**src/rtl/m65_scancode_sequencer_if.sv**
```systemverilog
// rtl/m65_scancode_sequencer_if.sv - key scan input and PS/2 key event output bundle
// The scanner/host side drives the master modport; the sequencer uses the slave modport.
interface m65_scancode_sequencer_if;
  logic [6:0] key_num;
  logic       key_status_n;
  logic       host_ack;
  logic       scan_received;
  logic [7:0] scancode;
  logic       extended;
  logic       released;
  logic [6:0] keys_down;
  logic       overflow;

  modport master (
    output key_num, key_status_n, host_ack,
    input  scan_received, scancode, extended, released, keys_down, overflow
  );

  modport slave (
    input  key_num, key_status_n, host_ack,
    output scan_received, scancode, extended, released, keys_down, overflow
  );
endinterface

```
**src/rtl/m65_scancode_sequencer.sv**
```systemverilog
// rtl/m65_scancode_sequencer.sv - M2M key scan to PS/2 set-2 key event sequencer
// Define SCANSEQ_DEBOUNCE_EN to accept a change only after two matching sightings.
module m65_scancode_sequencer #(
  parameter int GAP_CYCLES      = 16,
  parameter int WAIT_ACK        = 0,
  parameter int FIFO_DEPTH_LOG2 = 3
) (
  input  logic                           clk,
  input  logic                           rst,
  m65_scancode_sequencer_if.slave        io_kb
);
  localparam int DEPTH = 1 << FIFO_DEPTH_LOG2;
  localparam int GW    = (GAP_CYCLES > 1) ? $clog2(GAP_CYCLES) : 1;
  localparam logic [GW-1:0]              GAP_LAST = GW'(GAP_CYCLES - 1);
  localparam logic [FIFO_DEPTH_LOG2:0]   FULL_CNT = (FIFO_DEPTH_LOG2+1)'(DEPTH);

  typedef enum logic [2:0] {S_IDLE, S_POP, S_PULSE, S_WAITACK, S_GAP} state_t;

  // {ext, code}; a zero entry marks a key handled elsewhere (never queued)
  function automatic logic [8:0] rom_lookup(input logic [6:0] k);
    logic [8:0] v;
    v = 9'h000;
    case (k)
      7'd0:  v = 9'h066; 7'd1:  v = 9'h05A; 7'd2:  v = 9'h174; 7'd3:  v = 9'h083;
      7'd4:  v = 9'h005; 7'd5:  v = 9'h004; 7'd6:  v = 9'h003; 7'd7:  v = 9'h172;
      7'd8:  v = 9'h026; 7'd9:  v = 9'h01D; 7'd10: v = 9'h01C; 7'd11: v = 9'h025;
      7'd12: v = 9'h01A; 7'd13: v = 9'h01B; 7'd14: v = 9'h024; 7'd15: v = 9'h012;
      7'd16: v = 9'h02E; 7'd17: v = 9'h02D; 7'd18: v = 9'h023; 7'd19: v = 9'h036;
      7'd20: v = 9'h021; 7'd21: v = 9'h02B; 7'd22: v = 9'h02C; 7'd23: v = 9'h022;
      7'd24: v = 9'h03D; 7'd25: v = 9'h035; 7'd26: v = 9'h034; 7'd27: v = 9'h03E;
      7'd28: v = 9'h032; 7'd29: v = 9'h033; 7'd30: v = 9'h03C; 7'd31: v = 9'h02A;
      7'd32: v = 9'h046; 7'd33: v = 9'h043; 7'd34: v = 9'h03B; 7'd35: v = 9'h045;
      7'd36: v = 9'h03A; 7'd37: v = 9'h042; 7'd38: v = 9'h044; 7'd39: v = 9'h031;
      7'd40: v = 9'h055; 7'd41: v = 9'h04D; 7'd42: v = 9'h04B; 7'd43: v = 9'h04E;
      7'd44: v = 9'h049; 7'd45: v = 9'h04C; 7'd46: v = 9'h054; 7'd47: v = 9'h041;
      7'd48: v = 9'h05D; 7'd49: v = 9'h05B; 7'd50: v = 9'h052; 7'd51: v = 9'h16C;
      7'd52: v = 9'h059; 7'd53: v = 9'h00E; 7'd54: v = 9'h17D; 7'd55: v = 9'h04A;
      7'd56: v = 9'h016; 7'd57: v = 9'h171; 7'd58: v = 9'h014; 7'd59: v = 9'h01E;
      7'd60: v = 9'h029; 7'd61: v = 9'h11F; 7'd62: v = 9'h015; 7'd63: v = 9'h076;
      7'd64: v = 9'h07E; 7'd65: v = 9'h00D; 7'd66: v = 9'h011; 7'd67: v = 9'h00A;
      7'd68: v = 9'h001; 7'd69: v = 9'h078; 7'd70: v = 9'h007; 7'd71: v = 9'h008;
      7'd72: v = 9'h058; 7'd73: v = 9'h175; 7'd74: v = 9'h16B;
      default: v = 9'h000;
    endcase
    return v;
  endfunction

  logic [6:0]  r_last_idx, r_s_idx, r_keys_down;
  logic        r_s_vld, r_s_p, r_overflow;
  logic [79:0] r_down;
  logic [7:0]  r_mem [DEPTH];
  logic [FIFO_DEPTH_LOG2-1:0] r_wr_ptr, r_rd_ptr;
  logic [FIFO_DEPTH_LOG2:0]   r_count;
  logic [GW-1:0] r_gap_cnt;
  logic [7:0]  r_scancode;
  logic        r_extended, r_released;
  state_t      r_state, w_next;
  logic        w_cur, w_diff, w_change, w_rom_nz, w_full, w_empty;
  logic        w_accept, w_push, w_pop, w_pulse;
  logic [8:0]  w_rom_s, w_rom_h;
  logic [7:0]  w_head;

  always_ff @(posedge clk or posedge rst) begin
    if (rst) begin
      r_last_idx <= 7'h7F;
      r_s_vld    <= 1'b0;
      r_s_idx    <= 7'd0;
      r_s_p      <= 1'b0;
    end else begin
      r_last_idx <= io_kb.key_num;
      r_s_vld    <= (io_kb.key_num != r_last_idx) && (io_kb.key_num < 7'd80);
      r_s_idx    <= io_kb.key_num;
      r_s_p      <= ~io_kb.key_status_n;
    end
  end

  assign w_cur    = r_down[r_s_idx];
  assign w_diff   = r_s_vld && (r_s_p != w_cur);
  assign w_rom_s  = rom_lookup(r_s_idx);
  assign w_rom_nz = |w_rom_s;
  assign w_full   = (r_count == FULL_CNT);
  assign w_empty  = (r_count == '0);

`ifdef SCANSEQ_DEBOUNCE_EN
  // cand[i] == down[i] means no pending candidate for key i
  logic [79:0] r_cand;
  assign w_change = w_diff && (r_cand[r_s_idx] == r_s_p);
  always_ff @(posedge clk or posedge rst) begin
    if (rst)
      r_cand <= '0;
    else if (r_s_vld)
      r_cand[r_s_idx] <= w_diff ? r_s_p : w_cur;
  end
`else
  assign w_change = w_diff;
`endif

  assign w_accept = w_change && (!w_rom_nz || !w_full);
  assign w_push   = w_accept && w_rom_nz;

  always_ff @(posedge clk or posedge rst) begin
    if (rst) begin
      r_down      <= '0;
      r_keys_down <= 7'd0;
      r_overflow  <= 1'b0;
    end else begin
      if (w_accept) begin
        r_down[r_s_idx] <= r_s_p;
        if (r_s_p && r_keys_down != 7'd80)
          r_keys_down <= r_keys_down + 7'd1;
        else if (!r_s_p && r_keys_down != 7'd0)
          r_keys_down <= r_keys_down - 7'd1;
      end
      if (w_change && w_rom_nz && w_full)
        r_overflow <= 1'b1;
    end
  end

  always_ff @(posedge clk) begin
    if (w_push)
      r_mem[r_wr_ptr] <= {~r_s_p, r_s_idx};
  end

  always_ff @(posedge clk or posedge rst) begin
    if (rst) begin
      r_wr_ptr <= '0;
      r_rd_ptr <= '0;
      r_count  <= '0;
    end else begin
      if (w_push) r_wr_ptr <= r_wr_ptr + 1'b1;
      if (w_pop)  r_rd_ptr <= r_rd_ptr + 1'b1;
      if (w_push && !w_pop)      r_count <= r_count + 1'b1;
      else if (!w_push && w_pop) r_count <= r_count - 1'b1;
    end
  end

  assign w_head  = r_mem[r_rd_ptr];
  assign w_rom_h = rom_lookup(w_head[6:0]);

  always_ff @(posedge clk or posedge rst) begin
    if (rst) begin
      r_state    <= S_IDLE;
      r_gap_cnt  <= '0;
      r_scancode <= 8'h00;
      r_extended <= 1'b0;
      r_released <= 1'b0;
    end else begin
      r_state   <= w_next;
      r_gap_cnt <= (r_state == S_GAP) ? r_gap_cnt + 1'b1 : '0;
      if (w_pop) begin
        r_scancode <= w_rom_h[7:0];
        r_extended <= w_rom_h[8];
        r_released <= w_head[7];
      end
    end
  end

  always_comb begin
    w_next  = r_state;
    w_pop   = 1'b0;
    w_pulse = 1'b0;
    case (r_state)
      S_IDLE:    if (!w_empty) w_next = S_POP;
      S_POP:     begin w_pop = 1'b1; w_next = S_PULSE; end
      S_PULSE:   begin w_pulse = 1'b1; w_next = (WAIT_ACK != 0) ? S_WAITACK : S_GAP; end
      S_WAITACK: if (io_kb.host_ack) w_next = S_GAP;
      S_GAP:     if (r_gap_cnt == GAP_LAST) w_next = S_IDLE;
      default:   w_next = S_IDLE;
    endcase
  end

  assign io_kb.scan_received = w_pulse;
  assign io_kb.scancode      = r_scancode;
  assign io_kb.extended      = r_extended;
  assign io_kb.released      = r_released;
  assign io_kb.keys_down     = r_keys_down;
  assign io_kb.overflow      = r_overflow;
endmodule
```
**src/flat_wrapper.sv**
```systemverilog
// flat-port wrapper written by rule: the top's interface ports become plain ports
module m65_scancode_sequencer_flat 
#(
  parameter int GAP_CYCLES      = 16,
  parameter int WAIT_ACK        = 0,
  parameter int FIFO_DEPTH_LOG2 = 3
)
  (clk, rst, io_kb_key_num, io_kb_key_status_n, io_kb_host_ack, io_kb_scan_received, io_kb_scancode, io_kb_extended, io_kb_released, io_kb_keys_down, io_kb_overflow);
  m65_scancode_sequencer_if io_kb_i ();
  input  logic clk;
  input  logic rst;
  input wire logic [$bits(io_kb_i.key_num)-1:0] io_kb_key_num;
  input wire logic [$bits(io_kb_i.key_status_n)-1:0] io_kb_key_status_n;
  input wire logic [$bits(io_kb_i.host_ack)-1:0] io_kb_host_ack;
  output wire logic [$bits(io_kb_i.scan_received)-1:0] io_kb_scan_received;
  output wire logic [$bits(io_kb_i.scancode)-1:0] io_kb_scancode;
  output wire logic [$bits(io_kb_i.extended)-1:0] io_kb_extended;
  output wire logic [$bits(io_kb_i.released)-1:0] io_kb_released;
  output wire logic [$bits(io_kb_i.keys_down)-1:0] io_kb_keys_down;
  output wire logic [$bits(io_kb_i.overflow)-1:0] io_kb_overflow;
  assign io_kb_i.key_num = io_kb_key_num;
  assign io_kb_i.key_status_n = io_kb_key_status_n;
  assign io_kb_i.host_ack = io_kb_host_ack;
  assign io_kb_scan_received = io_kb_i.scan_received;
  assign io_kb_scancode = io_kb_i.scancode;
  assign io_kb_extended = io_kb_i.extended;
  assign io_kb_released = io_kb_i.released;
  assign io_kb_keys_down = io_kb_i.keys_down;
  assign io_kb_overflow = io_kb_i.overflow;
  m65_scancode_sequencer #(.GAP_CYCLES(GAP_CYCLES), .WAIT_ACK(WAIT_ACK), .FIFO_DEPTH_LOG2(FIFO_DEPTH_LOG2)) u_core (.clk(clk), .rst(rst), .io_kb(io_kb_i));
endmodule
```
**config.mk**
```make
export PLATFORM = sky130hd
export DESIGN_NAME = m65_scancode_sequencer_flat
export DESIGN_NICKNAME = d
export VERILOG_FILES = /design/src/rtl/m65_scancode_sequencer_if.sv /design/src/rtl/m65_scancode_sequencer.sv /design/src/flat_wrapper.sv
export SDC_FILE = /design/constraint.sdc
export NUM_CORES = 1
export LEC_CHECK = 0
export BUFFER_PORTS_ARGS = -buffer_cell sky130_fd_sc_hd__buf_4
export CAP_MARGIN = 10
export CORE_UTILIZATION = 39
export DETAILED_ROUTE_END_ITERATION = 6
export PLACE_DENSITY = 0.57
export SLEW_MARGIN = 20
export SYNTH_ARGS = -nofsm -noshare
export SYNTH_HDL_FRONTEND = slang
export SYNTH_SLANG_ARGS = --single-unit
```
**constraint.sdc**
```tcl
create_clock -name clk -period 14.4 [get_ports clk]
set_clock_uncertainty 0.15 [all_clocks]
set_input_delay 2.88 -clock clk [delete_from_list [all_inputs] [get_ports clk]]
set_output_delay 2.88 -clock clk [all_outputs]
set_load 0.02 [all_outputs]
```
==> impl_metrics.env <==
export IMPL_grt_first_pass_wirelength_um=46200
export IMPL_type_of_the_setup_path_with_the_least_slack="reg -> reg"
export IMPL_area_delta_synth_final_pct=10.1
export IMPL_slowest_stage="sky130_fd_sc_hd__dfrtp_2"
export IMPL_setup_viol=0
export IMPL_ant_nets=0
export IMPL_tightest_slew_ns=1.17
export IMPL_antenna_violations_before_repair=0
export IMPL_clock_tree_from_tritoncts="built"
export IMPL_grt_overflow_total=0
export IMPL_unrepaired_setup_endpoints_after_global_routing="false"
export IMPL_timing_fmax_mhz=192
export IMPL_drc_markers=0
export IMPL_pin_count_of_the_biggest_net_entering_global_routing=90
export IMPL_pwr_density_cell_nw_per_um2=176
export IMPL_min_delay_path_class="reg -> reg"
export IMPL_async_reset_ff_frac=0.672
export IMPL_cts_num_sinks=195
export IMPL_chipWidth_um=167
export IMPL_final_setup_tns_ns=0
export IMPL_synth_distinct_cells=77
export IMPL_max_clock_path_buffers=2
export IMPL_mostFrequentLayoutCells="122 x sky130_fd_sc_hd__dfrtp_1, 111 x sky130_fd_sc_hd__a21oi_1, 80 x sky130_fd_sc_hd__a31oi_1"
export IMPL_period_share=0.361
export IMPL_timing_critical_path_cells="nor2b_1, a221oi_1, o221ai_1, a41oi_1, a311oi_1, nor3_1, nor3_1, ha_1, inv_1, ha_1, a21o_1, a21oi_1, xnor2_1, nor2_1, xor2_1"
export IMPL_endpoint_kind="flip-flop"
export IMPL_max_slew_margin_rel=0.220
export IMPL_detailedRoute_firstPassIterationCount=6
export IMPL_drv_max_cap_violation_count=0
export IMPL_nFillCells=2428
export IMPL_finalNetCount=1028
export IMPL_period_needed_ns=5.20
export IMPL_clock_latency_late_sink_ns=0.43
export IMPL_cts_buffers=17
export IMPL_maximum_vdd_drop_uv=91.0
export IMPL_crit_family="compound AO/OA/AOI/OAI gates"
export IMPL_timing_final_max_slew_violations=0
export IMPL_path_buf_inv=1
export IMPL_start_util=0.402
export IMPL_timing_critical_path_from_type="flip-flop"
export IMPL_grt_util_all_layers=0.211
export IMPL_ys_flop_type="sky130_fd_sc_hd__dfrtp_1"
export IMPL_netlist_area_um2=10600
export IMPL_cts_htree_levels=4
export IMPL_wl_per_cell_um=21.6
export IMPL_cts_resized=0
export IMPL_core_region_area_um2=26400
export IMPL_leakage_power_nw=4.37
export IMPL_dr_first_iter_drc_count=1053
export IMPL_synth_warning_count=0
export IMPL_cp_max_fo=40
export IMPL_synth_ff_latch_count=195
export IMPL_place_port_buffers=29
export IMPL_cp_arrival_ns=5.36
export IMPL_ys_seq_area_frac=0.491
export IMPL_floorplan_io_pins=30
export IMPL_critical_path_required_ns=14.57
export IMPL_dieArea_um2=27800
export IMPL_clk_pin_slew_ns=0.07
export IMPL_synth_instances=993
export IMPL_vias=8391
export IMPL_gp_routability_congestion=0.865
export IMPL_detailed_place_hpwl_um=17800
export IMPL_root_buffer="sky130_fd_sc_hd__clkbuf_16"
export IMPL_row_count=59
export IMPL_post_drt_via_cell_ratio=6.28
export IMPL_postCtsSetupBuffers=0
export IMPL_mappedNetlistNets=1032
export IMPL_number_of_antenna_repair_diodes=0
export IMPL_final_hold_viol_count=0
export IMPL_cts_hold_repair_buffers=0
export IMPL_outcome="complete, no violations"
export IMPL_timing_critical_path_slowest_cell_delay_ns=1.00
export IMPL_first_global_vias=8062
export IMPL_edff_count_synth=64
export IMPL_post_layout_total_power_mw=2.06
export IMPL_drt_wl_total_um=28900
export IMPL_drive_gt1_frac=0.148
export IMPL_die_h_um=167
export IMPL_final_common_cell="sky130_fd_sc_hd__dfrtp_1"
export IMPL_syn_avg_cell_area_um2=10.7
-- worst reg2reg max path: stages, from the launching register on --
cell and delay (ns):
sky130_fd_sc_hd__dfrtp_2 1.00, sky130_fd_sc_hd__nor2b_1 0.71, sky130_fd_sc_hd__a221oi_1 0.21, sky130_fd_sc_hd__o221ai_1 0.23, sky130_fd_sc_hd__a41oi_1 0.14, sky130_fd_sc_hd__a311oi_1 0.69
sky130_fd_sc_hd__nor3_1 0.20, sky130_fd_sc_hd__nor3_1 0.43, sky130_fd_sc_hd__ha_1 0.26, sky130_fd_sc_hd__inv_1 0.09, sky130_fd_sc_hd__ha_1 0.28, sky130_fd_sc_hd__a21o_1 0.17
sky130_fd_sc_hd__a21oi_1 0.17, sky130_fd_sc_hd__xnor2_1 0.14, sky130_fd_sc_hd__nor2_1 0.06, sky130_fd_sc_hd__xor2_1 0.14
-- cells by family (layout without fill, tap and decap cells) --
| kind of cell | Yosys count | in the layout | share of synthesized area |
|---|---|---|---|
| fa+ha+maj | 28 | 28 | 0.0345 |
| xor+xnor | 23 | 23 | 0.0190 |
| buf+inv | 90 | 99 | 0.0369 |
| flops | 195 | 195 | 0.491 |
| compound gates | 381 | 381 | 0.234 |
| simple gates | 216 | 216 | 0.0989 |
| mux | 60 | 60 | 0.0858 |
-- cells in the mapped netlist (all sizes together), types with 15 or more instances --
| cell | instances | area (µm²) |
|---|---|---|
| nor2 | 56 | 220 |
| clkbuf | 42 | 158 |
| dfrtp | 124 | 3100 |
| a31oi | 80 | 500 |
| o31ai | 78 | 586 |
| mux4 | 20 | 450 |
| a21oi | 111 | 556 |
| mux2i | 17 | 170 |
| buf | 32 | 174 |
| nor3 | 18 | 100 |
| mux2 | 23 | 289 |
| nand2b | 15 | 93.8 |
| ha | 26 | 325 |
| o21ai | 30 | 150 |
| xnor2 | 17 | 149 |
| nand2 | 66 | 250 |
| edfxtp | 64 | 1920 |
-- sequential cells by signal, indices dropped and copies added (netlist names), 3 cells and up --
| name | cells |
|---|---|
| u_core.r_wr_ptr | 3 |
| u_core.r_last_idx | 7 |
| u_core.r_gap_cnt | 4 |
| u_core.r_s_idx | 7 |
| u_core.r_rd_ptr | 3 |
| u_core.r_mem | 64 |
| u_core.io_kb.keys_down | 7 |
| u_core.io_kb.scancode | 8 |
| u_core.r_count | 4 |
| u_core.r_state | 3 |
| u_core.r_down | 80 |
-- path summary, 6_finish.rpt --
path                       slack (ns)  cells after the start                     startpoint                                    end
min                              0.32                      1  u_core.r_gap_cnt[0]$_DFF_PP0_          u_core.r_gap_cnt[0]$_DFF_PP0_
max in group asynchronous       10.37                      3                            rst           u_core.r_down[4]$_DFFE_PP0P_
min reg2reg                      0.32                      1  u_core.r_gap_cnt[0]$_DFF_PP0_          u_core.r_gap_cnt[0]$_DFF_PP0_
min in group asynchronous        2.37                      2                            rst  u_core.io_kb.keys_down[2]$_DFFE_PP0P_
max reg2reg                      9.20                     15    u_core.r_s_idx[1]$_DFF_PP0_          u_core.r_count[3]$_DFFE_PP0P_
max                              9.20                     15    u_core.r_s_idx[1]$_DFF_PP0_          u_core.r_count[3]$_DFFE_PP0P_
-- routing by layer --
metal  wire length (µm)  vias to the layer above  GRT usage
met5                  0                        -          0
met4                509                        0     0.0757
met3               1670                       34     0.0304
met2              13500                      316      0.327
met1              13200                     4199      0.300
li1                   -                     3842          -
-- area by class of cell --
| cell class | count | area, µm² | area share |
|---|---|---|---|
| multi-input combinational | 708 | 5010 | 0.429 |
| clock buffer | 18 | 439 | 0.0376 |
| clock inverter | 14 | 145 | 0.0124 |
| inverter | 16 | 65.1 | 0.00557 |
| tap | 335 | 419 | 0.0359 |
| timing repair buffer | 51 | 383 | 0.0328 |
| sequential | 195 | 5210 | 0.446 |
-- report_power, final --
part           switching [mW]  total (mW)  internal [mW]
Sequential             0.0725       0.705          0.632
Combinational           0.535       0.874          0.339
Clock                   0.227       0.477          0.249
Total                   0.835        2.06           1.22
-- per-stage QoR --
step / utilization / instances / setup WS, ns / instance area, µm² / hold slack [ns]
finish: 0.443 / 1337 / 9.20 / 11700 / 0.322
CTS: 0.443 / 1337 / 9.22 / 11700 / 0.324
global route: 0.443 / 1337 / 8.82 / 11700 / 0.350
detailed placement: 0.421 / 1305 / 9.22 / 11100 / 0.315
floorplan: - / 993 / 7.88 / 10600 / 0.283
global placement: 0.421 / 1305 / 9.30 / 11100 / 0.308
(Power assumes the default switching activity.)
